**src/rtl/imem_arbiter.sv**
```systemverilog
// Instruction-memory port arbiter: boot/halt loader writes, fetch reads in RUN with bounded loader wait.
// Optional IMEM_ALIGN_CHECK_EN: misaligned fetches return NOP_INSTR with if_err, misaligned loader writes are dropped.
module imem_arbiter #(
  parameter int          ADDR_W    = 12,
  parameter int          MAX_WAIT  = 8,
  parameter logic [31:0] NOP_INSTR = 32'h00000013
) (
  input  logic              clk,
  input  logic              rst_n,
  input  logic              if_req,
  input  logic [31:0]       if_addr,
  output logic              if_gnt,
  output logic              if_valid,
  output logic [31:0]       if_rdata,
  output logic              if_err,
  input  logic              ld_valid,
  input  logic [31:0]       ld_addr,
  input  logic [31:0]       ld_wdata,
  output logic              ld_ready,
  input  logic              ld_halt,
  input  logic              ld_done,
  output logic              cpu_run,
  output logic              cpu_rst_pulse,
  output logic [ADDR_W-1:0] mem_addr,
  output logic              mem_we,
  output logic [31:0]       mem_wdata,
  input  logic [31:0]       mem_rdata,
  output logic [1:0]        state_o
);

  localparam int WAIT_W = $clog2(MAX_WAIT + 1);

  typedef enum logic [1:0] {
    BOOT = 2'd0,
    RUN  = 2'd1,
    HALT = 2'd2
  } state_e;

  // Handshakes: a fetch is transferred in any cycle with if_req && if_gnt, a
  // loader write in any cycle with ld_valid && ld_ready; both grants are
  // combinational and never asserted together.

  state_e              state_q, state_d;
  logic [WAIT_W-1:0]   wait_cnt_q, wait_cnt_d;
  logic                if_valid_q, if_valid_d;
  logic [31:0]         if_rdata_q, if_rdata_d;
  logic                if_err_q, if_err_d;
  logic                cpu_run_q, cpu_run_d;
  logic                cpu_rst_pulse_q, cpu_rst_pulse_d;
  logic                wait_max;
  logic                if_misalign;
  logic                ld_misalign;

  assign wait_max = (wait_cnt_q == WAIT_W'(MAX_WAIT));

`ifdef IMEM_ALIGN_CHECK_EN
  assign if_misalign = |if_addr[1:0];
  assign ld_misalign = |ld_addr[1:0];
`else
  assign if_misalign = 1'b0;
  assign ld_misalign = 1'b0;
`endif

  // Bits beyond the word index wrap; low bits only matter with the align check.
  logic unused_bits;
  assign unused_bits = ^{if_addr[31:ADDR_W+2], if_addr[1:0],
                         ld_addr[31:ADDR_W+2], ld_addr[1:0], NOP_INSTR};

  always_comb begin
    state_d    = state_q;
    wait_cnt_d = '0;
    if_gnt     = 1'b0;
    ld_ready   = 1'b0;
    mem_addr   = '0;
    mem_we     = 1'b0;
    mem_wdata  = '0;
    // Port drives are gated by rst_n so a reset aborts a write immediately.
    if (rst_n) begin
      case (state_q)
        BOOT, HALT: begin
          ld_ready = ld_valid;
          if (ld_valid && !ld_misalign) begin
            mem_addr  = ld_addr[ADDR_W+1:2];
            mem_we    = 1'b1;
            mem_wdata = ld_wdata;
          end
          if (ld_done) state_d = RUN;
        end
        RUN: begin
          if (ld_halt) begin
            state_d = HALT;
          end else begin
            if_gnt   = if_req & ~wait_max;
            ld_ready = ld_valid & (~if_req | wait_max);
            if (ld_ready) begin
              if (!ld_misalign) begin
                mem_addr  = ld_addr[ADDR_W+1:2];
                mem_we    = 1'b1;
                mem_wdata = ld_wdata;
              end
            end else if (if_gnt) begin
              mem_addr = if_addr[ADDR_W+1:2];
            end
            if (ld_valid && !ld_ready)
              wait_cnt_d = wait_max ? wait_cnt_q : wait_cnt_q + WAIT_W'(1);
          end
        end
        default: state_d = BOOT;
      endcase
    end
  end

  always_comb begin
    if_valid_d      = if_gnt;
    if_err_d        = if_gnt & if_misalign;
    if_rdata_d      = if_rdata_q;
    if (if_gnt) if_rdata_d = if_misalign ? NOP_INSTR : mem_rdata;
    cpu_run_d       = (state_d == RUN);
    cpu_rst_pulse_d = (state_d == RUN) && (state_q != RUN);
  end

  always_ff @(posedge clk or negedge rst_n) begin
    if (!rst_n) begin
      state_q         <= BOOT;
      wait_cnt_q      <= '0;
      if_valid_q      <= 1'b0;
      if_rdata_q      <= '0;
      if_err_q        <= 1'b0;
      cpu_run_q       <= 1'b0;
      cpu_rst_pulse_q <= 1'b0;
    end else begin
      state_q         <= state_d;
      wait_cnt_q      <= wait_cnt_d;
      if_valid_q      <= if_valid_d;
      if_rdata_q      <= if_rdata_d;
      if_err_q        <= if_err_d;
      cpu_run_q       <= cpu_run_d;
      cpu_rst_pulse_q <= cpu_rst_pulse_d;
    end
  end

  assign if_valid      = if_valid_q;
  assign if_rdata      = if_rdata_q;
  assign if_err        = if_err_q;
  assign cpu_run       = cpu_run_q;
  assign cpu_rst_pulse = cpu_rst_pulse_q;
  assign state_o       = state_q;

  a_excl_grant: assert property (@(posedge clk) disable iff (!rst_n) !(if_gnt && ld_ready));
  a_no_we_on_fetch: assert property (@(posedge clk) disable iff (!rst_n) !(if_gnt && mem_we));

endmodule

```
**config.mk**
```make
export PLATFORM = sky130hd
export DESIGN_NAME = imem_arbiter
export DESIGN_NICKNAME = d
export VERILOG_FILES = /design/src/rtl/imem_arbiter.sv
export SDC_FILE = /design/constraint.sdc
export NUM_CORES = 1
export LEC_CHECK = 0
export ABC_CLOCK_PERIOD_IN_PS = 2300
export CORE_AREA = 2 2 84 86
export DETAILED_ROUTE_END_ITERATION = 10
export DIE_AREA = 0 0 86 88
export DONT_BUFFER_PORTS = 1
export GPL_TIMING_DRIVEN = 0
export PLACE_DENSITY = 0.59
export SLEW_MARGIN = 20
export SYNTH_ARGS = -nofsm -noshare
export SYNTH_HDL_FRONTEND = slang
export SYNTH_SLANG_ARGS = --single-unit
export TNS_END_PERCENT = 20
```
**constraint.sdc**
```tcl
create_clock -name clk -period 2.3 [get_ports clk]
set_clock_uncertainty 0.15 [all_clocks]
set_input_delay 0.345 -clock clk [delete_from_list [all_inputs] [get_ports clk]]
set_output_delay 0.345 -clock clk [all_outputs]
set_load 0.01 [all_outputs]
```
Yosys cells after proc, flatten, opt, wreduce, memory -nomap -nowiden. Index checks and enable logic that the tools add are counted.

Output and inout port bits: 85. Flip-flop bits (word level): 41. Logic and storage cells: 54.

Multiplexer cells: 31. Bitwise operators: 5. Equal/unequal tests: 6. Reductions and logical operators: 5. $add $sub $neg: 1.

Operators with widths (number): $mux W32 (4); $pmux W32 S2 (1); $mux W12 (5); $pmux W12 S2 (1); $mux W4 (5); $mux W1 (9); $mux W2 (3); $ne A5 B5 Y1 const B (1); $add A4 B1 Y4 const B (1); $eq A2 B1 Y1 const B (2); $eq A4 B4 Y1 const B (1); $pmux W1 S2 (2); $pmux W2 S2 (1); $and A1 B1 Y1 (2); $eq A2 B2 Y1 const B (1); $logic_and A1 B1 Y1 (2); $logic_not A2 Y1 (1); $ne A2 B1 Y1 const B (1); $not A1 Y1 (2); $reduce_or A2 Y1 (1); $logic_not A1 Y1 (1); $or A1 B1 Y1 (1).

Longest topological paths before layout.
Depth after elaboration: 9. Depth in mapped cells: 7. Gate-level depth less buffers: 5.

Worst setup path after synthesis. OpenSTA, ideal clock, no wires.

Path kind: flip-flop to output port. From: register wait_cnt_q[0]. To: output port mem_addr[10]. Arrival: 1464 ps. Slack: 341 ps. Cell stages (with the launch flop): 7. Cells stage by stage: dfrtp_1 > inv_1 > ha_1 > nand3b_2 > and2_1 > buf_2 > o31ai_1.

Word-level cells in the longest chain between the ends: 8. Elaborated cells on any way between the ends: 10.

Ends and longest elaborated chain: start: declaration (RTL line 44) `logic [WAIT_W-1:0] wait_cnt_q, wait_cnt_d;`; start signal: assignment (RTL line 133) `wait_cnt_q <= wait_cnt_d;`; $eq A4 B4 Y1 (*) (RTL line 54) `assign wait_max = (wait_cnt_q == WAIT_W'(MAX_WAIT));`; $not A1 Y1 (RTL line 93) `if_gnt = if_req & ~wait_max;`; $and A1 B1 Y1 (RTL line 93); $mux W12 (RTL line 101) `end else if (if_gnt) begin`; $mux W12 (*) (RTL line 95) `if (ld_ready) begin`; $mux W12 (*) (RTL line 90) `if (ld_halt) begin`; $pmux W12 S2 (*) (RTL line 79) `case (state_q)`; $mux W12 (*) (RTL line 78) `if (rst_n) begin`; end: declaration (RTL line 24) `output logic [ADDR_W-1:0] mem_addr,`.

Every way passes the cells marked *; elsewhere a longest branch is shown, timed or not.

Worst setup path after layout.
From: register wait_cnt_q[0]. To: output port mem_wdata[14].

Word-level cells in the longest chain between the ends: 7.

Ends and longest elaborated chain: $eq A4 B4 Y1 (RTL line 54); $or A1 B1 Y1 (RTL line 94) `ld_ready = ld_valid & (~if_req | wait_max);`; $and A1 B1 Y1 (RTL line 94); $mux W32 (RTL line 95); $mux W32 (RTL line 90); $pmux W32 S2 (RTL line 79); $mux W32 (RTL line 78); end: declaration (RTL line 26) `output logic [31:0] mem_wdata,`.

Every way passes these cells.

==> results.json <==
{
  "io_buffers": 0,
  "status": "completed",
  "grt_usage_pct": 13.5,
  "setup_tns_ns": 0,
  "ctsHtreeMaxLevel": 2,
  "finalHoldViolCount": 0,
  "required_ns": 1.80,
  "synthTopCellsByArea": "dfrtp_1, mux2_4, and2_1, o31ai_1, nand4_1",
  "root_buffer": "clkbuf_8",
  "syn_to_final_growth_pct": 23.9,
  "grt_antenna_before_repair": 0,
  "period_share_pct": 98.2,
  "worstPathCellList": "inv_1, ha_2, nand3b_4, a211oi_4, buf_6, buf_6, and2_4",
  "ys_seq_area_share_pct": 45.1,
  "yosysTopAreaCell": "dfrtp_1",
  "grt_pass1_vias": 1513,
  "avgViaCountPerCell": 5.46,
  "final_common_cell": "dfrtp_1",
  "crit_top_cell": "buf_6",
  "arrival_ns": 1.76,
  "drtIter0Drc": 40,
  "die_area_um2": 7570,
  "drt-total-wl_um": 5540,
  "crit_path_end_kind": "output port",
  "hp-class": "input port to flip-flop",
  "diodes": 0,
  "fin_crit_ns": 2.26,
  "p_per_area_nw_per_um2": 927,
  "rr_worst_depth": 5,
  "io_pins": 219,
  "cp_num_buf_inv": 3,
  "finalSetupViolations": 0,
  "path_clk_slew_ns": 0.08,
  "die_w_um": 86,
  "slowest_delay_ns": 0.40,
  "yosysWarnings": 0,
  "synth.avg_cell_area_um2": 11.9,
  "routedWlPerCell_um": 19.4,
  "drv_slew": 0,
  "clock.fmax_ghz": 0.443,
  "fin_util_pct": 42.4,
  "grt_pass1_wl_um": 7910,
  "drv_cap": 0,
  "cpMaxStageDelayCell": "dfrtp_1",
  "ys_seq_elements": 41,
  "drive_gt1_share_pct": 50.5,
  "hpwl_um": 3820,
  "drc": 0,
  "worst-path-stages": 7,
  "start_kind": "flip-flop",
  "cts_inserted_buffers": 5,
  "vias": 1562,
  "design.core.area_um2": 6640,
  "firstDrtPassIters": 3,
  "final_cell_mix": "dfrtp_1, and2_4, mux2_4",
  "synth_cell_types": 27,
  "critical_path.top_delay_family": "flip-flops",
  "crit_fanout": 10,
  "grt_max_degree": 42,
  "peakVddDrop_mv": 0.260,
  "rsz0062_at_grt": "true",
  "fillers": 618,
  "nNetsFinal": 341,
  "fp.dieH_um": 88,
  "syn_area_um2": 2270,
  "start_util_pct": 34.2,
  "overflow": 0,
  "clk_latency_ns": 0.29,
  "total_leakage_power_nw": 1.20,
  "place.gp.congestion": 0.729,
  "syn_nets": 327,
  "path_class": "flip-flop to output port",
  "row_count": 30,
  "clk_path_buf_depth": 2,
  "cts_tree": "done",
  "ant_nets": 0,
  "clock_sinks": 41,
  "netlist.area_leader.share_pct": 45.1,
  "min_path_cells": 1,
  "synth_cells": 191
}
logic make-up (layout without fill, tap and decap cells):
group,after synthesis,count (layout),synth area share [%]
xor+xnor,2,2,0.770
fa+ha+maj,2,2,1.10
mux,32,32,20.5
compound gates,19,19,6.22
simple gates,73,73,19.2
buf+inv,21,36,6.99
flops,41,41,45.1
other cells,1,1,0.165
cells in the mapped netlist:
cell / n
buf_2: 4
buf_6: 2
buf_4: 3
dfrtp_1: 41
nor3b_4: 1
mux2_4: 28
inv_1: 3
o21ai_0: 3
a31o_2: 1
a211oi_2: 1
and3_1: 2
mux2_1: 4
nand3_1: 14
xnor2_1: 1
nand3b_2: 1
buf_12: 3
o21a_1: 1
nand2_1: 4
nand4_1: 13
conb_1: 1
a21o_1: 1
xor2_1: 1
nor2_1: 4
clkbuf_1: 6
and2_1: 34
ha_1: 2
o31ai_1: 12
where the power goes:
part           switching (W)  total, W  internal (W)  leakage (nW)
Clock               0.000243  0.000452      0.000209        0.0439
Sequential          0.000363   0.00138       0.00102         0.505
Combinational       0.000290  0.000776      0.000486         0.655
layer usage:
metal | part of all wire (%) | up-vias | track usage [%] | routed length, um
met5 | 0 | - | 0 | 0
met4 | 1.3 | 0 | 4.76 | 73
met3 | 10 | 6 | 4.52 | 580
met2 | 50 | 109 | 22.8 | 2760
met1 | 38 | 754 | 16.1 | 2130
li1 | - | 693 | - | -
through the flow:
stage          hold slack [ns]  area, um^2  std cells  worst slack [ns]  total power [W]
2_1_floorplan           -0.101        2270        191             0.341          0.00190
3_3_place_gp           -0.0998        2370        271             0.123          0.00202
3_5_place_dp           -0.0997        2370        271            0.0914          0.00204
4_1_cts                 0.0332        2700        282           -0.0217          0.00262
5_1_grt                 0.0251        2820        286           -0.0681          0.00278
6_report                0.0417        2820        286            0.0409          0.00261
final timing paths:
path | start | endpoint | slack, ns
max | wait_cnt_q[0] | mem_wdata[14] | 0.04
min | mem_rdata[22] | if_rdata[22] | 0.04
max reg2reg | state_o[1] | if_rdata[15] | 0.37
min reg2reg | wait_cnt_q[0] | wait_cnt_q[0] | 0.31
max in group asynchronous | rst_n | state_o[0] | 1.42
min in group asynchronous | rst_n | if_rdata[10] | 0.36
area by class of cell:
| type | instances | area (um^2) | share of cell area [%] |
|---|---|---|---|
| repair buffers | 7 | 88.8 | 3.15 |
| plain buffers | 18 | 184 | 6.52 |
| clock buffers | 5 | 68.8 | 2.44 |
| well taps | 80 | 100 | 3.55 |
| multi-input cells | 129 | 1320 | 46.9 |
| flip-flops and latches | 41 | 1030 | 36.4 |
| inverters | 3 | 11.3 | 0.399 |
| clock inverters | 3 | 17.5 | 0.621 |
registers in the layout, summed over array words and instances, names as in the netlist:
name           flops
if_valid           1
cpu_run            1
wait_cnt_q         4
state_o            2
cpu_rst_pulse      1
if_rdata          32
repair_timing:
action,4_1_cts,5_1_grt
endpoints found under the setup margin,41,42
hold buffers,2,0
gates resized for setup,41,30
cloned,0,1
endpoints found under the hold margin,41,0
setup buffers,1,3
pin swaps,11,30
No activity file was read; power rests on OpenSTA's default activity.
